==> src/rtl/inv_rotate_reader.sv <==
// Inverse rho rotate reader: buffers 64 rotated slices, then streams them un-rotated in z order.
// Optional ROTATE_BYPASS_EN adds a bypass input, latched on start, that emits the stored slices unrotated.
module inv_rotate_reader #(
  parameter int unsigned Z_BITS = 6
) (
  input  logic              clk,
  input  logic              rst,
  input  logic              start,
`ifdef ROTATE_BYPASS_EN
  input  logic              bypass,
`endif
  input  logic              in_valid,
  output logic              in_ready,
  input  logic [24:0]       in_slice,
  output logic              out_valid,
  input  logic              out_ready,
  output logic [24:0]       out_slice,
  output logic [Z_BITS-1:0] out_z,
  output logic              busy,
  output logic              done
);

  localparam int unsigned LANES  = 25;
  localparam int unsigned SLICES = 1 << Z_BITS;
  localparam logic [Z_BITS-1:0] LAST_Z = Z_BITS'(SLICES - 1);

  typedef enum logic [1:0] {
    S_IDLE = 2'd0,
    S_LOAD = 2'd1,
    S_EMIT = 2'd2
  } state_e;

  // Rho offset of lane i = x + 5y, reduced mod 2^Z_BITS
  function automatic logic [Z_BITS-1:0] rot_ofs(input int unsigned lane);
    int unsigned ofs;
    case (lane)
      0:  ofs = 0;
      1:  ofs = 1;
      2:  ofs = 62;
      3:  ofs = 28;
      4:  ofs = 27;
      5:  ofs = 36;
      6:  ofs = 44;
      7:  ofs = 6;
      8:  ofs = 55;
      9:  ofs = 20;
      10: ofs = 3;
      11: ofs = 10;
      12: ofs = 43;
      13: ofs = 25;
      14: ofs = 39;
      15: ofs = 41;
      16: ofs = 45;
      17: ofs = 15;
      18: ofs = 21;
      19: ofs = 8;
      20: ofs = 18;
      21: ofs = 2;
      22: ofs = 61;
      23: ofs = 56;
      24: ofs = 14;
      default: ofs = 0;
    endcase
    return Z_BITS'(ofs);
  endfunction

  state_e              state_q, state_d;
  logic [Z_BITS-1:0]   lc_q, lc_d;
  logic [Z_BITS-1:0]   ec_q, ec_d;
  logic                done_q, done_d;
  logic                in_ready_q, in_ready_d;
  logic                out_valid_q, out_valid_d;
  logic                busy_q, busy_d;
  logic                wr_en;
  logic [LANES-1:0]    mem_q [SLICES];
`ifdef ROTATE_BYPASS_EN
  logic                bypass_q, bypass_d;
`endif

  // Next-state, counters and registered handshake flags
  always_comb begin
    state_d = state_q;
    lc_d    = lc_q;
    ec_d    = ec_q;
    done_d  = 1'b0;
    wr_en   = 1'b0;
`ifdef ROTATE_BYPASS_EN
    bypass_d = bypass_q;
`endif
    case (state_q)
      S_IDLE: begin
        if (start) begin
          state_d = S_LOAD;
          lc_d    = '0;
`ifdef ROTATE_BYPASS_EN
          bypass_d = bypass;
`endif
        end
      end
      S_LOAD: begin
        if (in_valid) begin
          wr_en = 1'b1;
          lc_d  = lc_q + 1'b1;
          if (lc_q == LAST_Z) begin
            state_d = S_EMIT;
            ec_d    = '0;
          end
        end
      end
      S_EMIT: begin
        if (out_ready) begin
          ec_d = ec_q + 1'b1;
          if (ec_q == LAST_Z) begin
            state_d = S_IDLE;
            done_d  = 1'b1;
          end
        end
      end
      default: state_d = S_IDLE;
    endcase
    in_ready_d  = (state_d == S_LOAD);
    out_valid_d = (state_d == S_EMIT);
    busy_d      = (state_d != S_IDLE);
  end

  always_ff @(posedge clk or posedge rst) begin
    if (rst) begin
      state_q     <= S_IDLE;
      lc_q        <= '0;
      ec_q        <= '0;
      done_q      <= 1'b0;
      in_ready_q  <= 1'b0;
      out_valid_q <= 1'b0;
      busy_q      <= 1'b0;
`ifdef ROTATE_BYPASS_EN
      bypass_q    <= 1'b0;
`endif
    end else begin
      state_q     <= state_d;
      lc_q        <= lc_d;
      ec_q        <= ec_d;
      done_q      <= done_d;
      in_ready_q  <= in_ready_d;
      out_valid_q <= out_valid_d;
      busy_q      <= busy_d;
`ifdef ROTATE_BYPASS_EN
      bypass_q    <= bypass_d;
`endif
    end
  end

  // Slice buffer: never reset, always fully rewritten before it is read
  always_ff @(posedge clk) begin
    if (wr_en) begin
      mem_q[lc_q] <= in_slice;
    end
  end

  // Un-rotating read: lane i of slice ec comes from stored slice ec + T[i]
  always_comb begin
    logic [Z_BITS-1:0] rd_idx;
    rd_idx    = '0;
    out_slice = '0;
    if (out_valid_q) begin
      for (int unsigned i = 0; i < LANES; i++) begin
`ifdef ROTATE_BYPASS_EN
        rd_idx = bypass_q ? ec_q : ec_q + rot_ofs(i);
`else
        rd_idx = ec_q + rot_ofs(i);
`endif
        out_slice[i] = mem_q[rd_idx][i];
      end
    end
  end

  assign in_ready  = in_ready_q;
  assign out_valid = out_valid_q;
  assign out_z     = out_valid_q ? ec_q : '0;
  assign busy      = busy_q;
  assign done      = done_q;

endmodule
==> config.mk <==
export PLATFORM = sky130hd
export DESIGN_NAME = inv_rotate_reader
export DESIGN_NICKNAME = d
export VERILOG_FILES = /design/src/rtl/inv_rotate_reader.sv
export SDC_FILE = /design/constraint.sdc
export NUM_CORES = 2
export LEC_CHECK = 0
export CORE_MARGIN = 3
export CORE_UTILIZATION = 40
export DETAILED_ROUTE_END_ITERATION = 16
export PLACE_DENSITY_LB_ADDON = 0.3
export SLEW_MARGIN = 10
export SYNTH_ARGS = -nofsm -noshare
export SYNTH_HDL_FRONTEND = slang
export SYNTH_SLANG_ARGS = --single-unit
==> constraint.sdc <==
create_clock -name clk -period 5.6 [get_ports clk]
set_input_delay 0.56 -clock clk [delete_from_list [all_inputs] [get_ports clk]]
set_output_delay 0.56 -clock clk [all_outputs]
set_load 0.01 [all_outputs]
**Word level (Yosys, flattened, before mapping)**

Memory sizes are Yosys's and may differ from the RTL's.
Cells that the tools add are included.

- Add/subtract/negate cells: 27
- Equal/unequal tests: 10
- Muxes and demuxes: 47
- Reductions and logical operators: 6

Operators with widths:

| operator | count |
|---|---|
| two-way mux 6 bit | 31 |
| adder 6 bit | 25 |
| two-way mux 25 bit | 1 |
| case mux 6 bit (2 select lines) | 2 |
| adder 6 x 1 -> 6 bit, second input constant | 2 |
| equality test 6 bit, second input constant | 2 |
| two-way mux 2 bit | 5 |
| inequality test 2 bit, second input constant | 4 |
| two-way mux 1 bit | 7 |
| case mux 2 bit (3 select lines) | 1 |
| nonzero test 2 bit | 3 |
| equality test 2 x 1 -> 1 bit, second input constant | 2 |
| equality test 2 bit, second input constant | 2 |
| AND reduction 4 bit | 1 |
| AND reduction 3 bit | 1 |
| logical NOT 2 bit | 1 |

- Register bits: 18
- Bits in writable memories: 1600
- Input bits: 30
- Memories: 1

Memories:

| memory | words | bits a word | rd ports | clocked after memory_dff | write ports | line | RTL |
|---|---|---|---|---|---|---|---|
| mem_q | 64 | 25 | 25 | 0 | 1 | 75 | `logic [LANES-1:0] mem_q [SLICES];` |

**Depth between registers and ports, before layout**

- Depth after elaboration: 5
- Gate-level depth with buffers: 17

**Worst setup path before layout**

OpenSTA, ideal clock, no wires.

- Path type: flip-flop to output port
- Start: register ec_q[2]
- End: output port out_slice[21]
- Arrival time: 4.123 ns
- Required time: 5.040 ns
- Path slack: 0.917 ns
- Stages on the path, launching flop included: 13
- Cells stage by stage: dfrtp_1 -> buf_2 -> buf_2 -> clkbuf_1 -> buf_2 -> inv_1 -> ha_1 -> clkbuf_1 -> clkbuf_1 -> mux4_2 -> mux4_2 -> mux4_2 -> and2_1

- Cells in the longest elaborated chain, start to end: 3

Ends and longest elaborated chain:

| item | line | RTL |
|---|---|---|
| start: declaration | 69 | `logic [Z_BITS-1:0] ec_q, ec_d;` |
| start signal: assignment | 130 | `ec_q <= '0;` |
| start signal: assignment | 141 | `ec_q <= ec_d;` |
| adder 6 bit | 169 | `rd_idx = ec_q + rot_ofs(i);` |
| memory (64 x 25 bit) | - |  |
| two-way mux 25 bit | 164 | `if (out_valid_q) begin` |
| end: declaration | 17 | `output logic [24:0] out_slice,` |

Every way passes these cells.

**Worst setup path after layout**

- Start: register ec_q[1]
- End: output port out_slice[8]

Same word-level chain as after synthesis.

==> summary.txt <==
MaxCap Viol Count - 0
CP Capture Type - output pin
FFs w/ async S/R, synth - 0.0111
GRT Overall Usage - 0.224
crit path cell chain - inv_2 -> ha_1 -> a21bo_2 -> xnor2_1 -> nor2_1 -> o21a_1 -> o31ai_2 -> buf_4 -> clkdlybuf4s50_1
DR vias - 31.1k
total CTS buffers - 162
top-area cell type share of the netlist area - 0.761
synth top area cells - edfxtp_1 (76%), mux4_2 (17%), mux2i_1 (0.90%), dfrtp_1 (0.71%), nor2_1 (0.58%)
RSZ-0062 raised after global routing - false
die height - 403 um
post-route insts no fill - 5146
worst-margin pin slew - 1.26 ns
largest net degree at the start of global routing - 100
placed insts - 4855
Buf+Inv Stages, Crit Path - 3
Post-Syn Area - 0.0631 mm2
synthesis-stage register bit count - 1618
Synth warnings - 0
Clock Skews - 0.0145 ns
Detailed Route Iter0 Violations - 3927
DR DRC count - 0
CP max stage cell - xnor2_1
clock slew at reported path FFs - 0.06 ns
TritonCTS clock tree - built
global-route wire length before repair - 252000 um
layout cells sized above 1 - 0.306
Critical Setup Path Class - reg -> out
via/cell ratio - 6.04
fin crit period - 5.35 ns
Commonest cells post-synth - edfxtp_1 (1600), mux4_2 (469), nor2_1 (97)
crit path launch type - flip-flop
Mapped Nets - 2772
Initial Utilization - 0.403
DIE AREA - 0.163 mm2
maximum VDD drop - 0.263 mV
Largest delay share family, worst path - buffers and inverters
Core ar. - 0.157 mm2
worst hold path type - in -> async
setup TNS - 0 ns
status - completed
Synth area leader - edfxtp_1
initial antenna violation count - 8
Slew headroom - 0.159
CP arrival - 4.79 ns
Critical Path RT - 5.04 ns
Post-CTS Repair Setup Buffers - 0
slowest stage delay, CP - 0.77 ns
H-Tree Depth - 4
Die Wd - 403 um
Final Power - 25100 uW
Synth cell types - 60
Final Max Slew Viols - 0
WL/cell - 35.2 um
Avg Cell Area, Syn - 23.2 um2
clk sink count - 1618
Placer Congestion - 0.834
Skew-Pair Late Insertion Delay - 0.79 ns
total grt overflow - 0
Fin. Hold Viols - 0
most instantiated library cell after synthesis - edfxtp_1
Crit Path Max Fanout - 11
HPWL after DPL - 104000 um
row count - 145
period utilization - 0.956
I/O pin total - 65
IO buf count - 64
PD cells - 347 mW/mm2
clock tree buffer depth - 3
WHS - 0.306 ns
Mapped Cells - 2725
vias in the first global route - 31.5k
area delta synth->final - 14.6%
Root Buffer Master - clkbuf_16
FMAX - 0.187 GHz
EDFF count, synth - 1600
Final nets - 3008
top_reg_cell synth - edfxtp_1
Pre-Repair DR Iteration Count - 5
drt total wl - 181000 um
number of antenna-violating nets in the routed design - 0
Leak - 0.0218 uW
sequential area share after synthesis - 0.768
Final Setup Violations - 0
==> stage by stage <==
step	setup WS, ns	cell area, um2	util
after floorplan	0.917	63100	-
after global placement	0.648	67300	0.430
after detailed placement	0.585	67300	0.430
after CTS	0.107	72300	0.462
after global routing	0.00715	72300	0.462
final	0.247	72300	0.462
==> worst paths after layout <==
kind                            slack [ns]  depth (start not counted)            end          from
worst max-delay path                  0.25                          9   out_slice[8]       ec_q[1]
worst min-delay path                  0.31                          2       in_ready           rst
worst max register to register        2.25                          6   mem_q[56][7]    state_q[1]
worst min register to register        0.65                          1           done    state_q[1]
max in group asynchronous             4.53                          2        ec_q[2]           rst
min in group clk                      0.48                          1  mem_q[33][20]  in_slice[20]
==> layout by cell type (no fill, tap or decap), drive strengths merged, types with 16 or more instances in the layout <==
| cell | netlist | final |
|---|---|---|
| a21oi | 21 | 21 |
| buf | 81 | 163 |
| clkbuf | 49 | 207 |
| clkdlybuf4s50 | 0 | 39 |
| clkinv | 1 | 66 |
| dfrtp | 18 | 18 |
| edfxtp | 1600 | 1600 |
| ha | 17 | 17 |
| inv | 15 | 19 |
| mux2i | 57 | 57 |
| mux4 | 474 | 474 |
| nand2 | 59 | 59 |
| nand3 | 25 | 25 |
| nor2 | 97 | 97 |
| o21ai | 21 | 21 |
| xnor2 | 32 | 32 |
| xor2 | 16 | 16 |
==> per-layer routing <==
layer	vias up	part of all wire	track usage
met3	301	0.089	0.0475
met5	-	0.000072	0
met4	2	0.033	0.0705
met2	1638	0.49	0.366
li1	12100	-	-
met1	17100	0.39	0.303
==> layout make-up <==
type | count | area, um2
fillers | 12700 | 84300
repair buffers | 202 | 1690
diodes | 4 | 10.0
clock buffers | 207 | 4270
well taps | 2058 | 2570
multi-input cells | 961 | 14500
clock inverters | 80 | 746
flip-flops and latches | 1618 | 48500
inverters | 16 | 60.1
==> flip-flops by register name (all words and copies together) (netlist names) <==
register and flops:
mem_q 1600, state_q 2, done 1, out_valid 1, in_ready 1, busy 1
ec_q 6, lc_q 6
==> worst reg2reg max path, stage by stage, from the launching register on <==
cell and delay, ns:
dfrtp_1 0.44, nor2b_1 0.25, nand2_1 0.08, nor2_1 0.23, nand2_1 0.50, nor2_4 1.13
buf_4 0.41
==> repair_timing <==
action,in CTS,in global routing
resized for setup,2,1
hold buffers,0,0
setup endpoints to repair,1,1
==> cell families (layout without fill, tap and decap cells) <==
logic type      after synthesis  count (layout)  share of synthesized area
buf+inv                     146             505                     0.0118
flops                      1618            1618                      0.768
xor+xnor                     48              48                    0.00666
compound gates              117             117                     0.0128
simple gates                240             240                     0.0171
other cells                   0               4                          0
fa+ha+maj                    17              17                    0.00337
mux                         539             539                      0.180
==> power breakdown <==
part	internal [uW]	switching [uW]	total [uW]	leakage [uW]
Sequential	13700	103	13800	0.0146
Combinational	214	803	1020	0.00476
Clock	5790	4560	10400	0.00244
(Power assumes the default switching activity.)
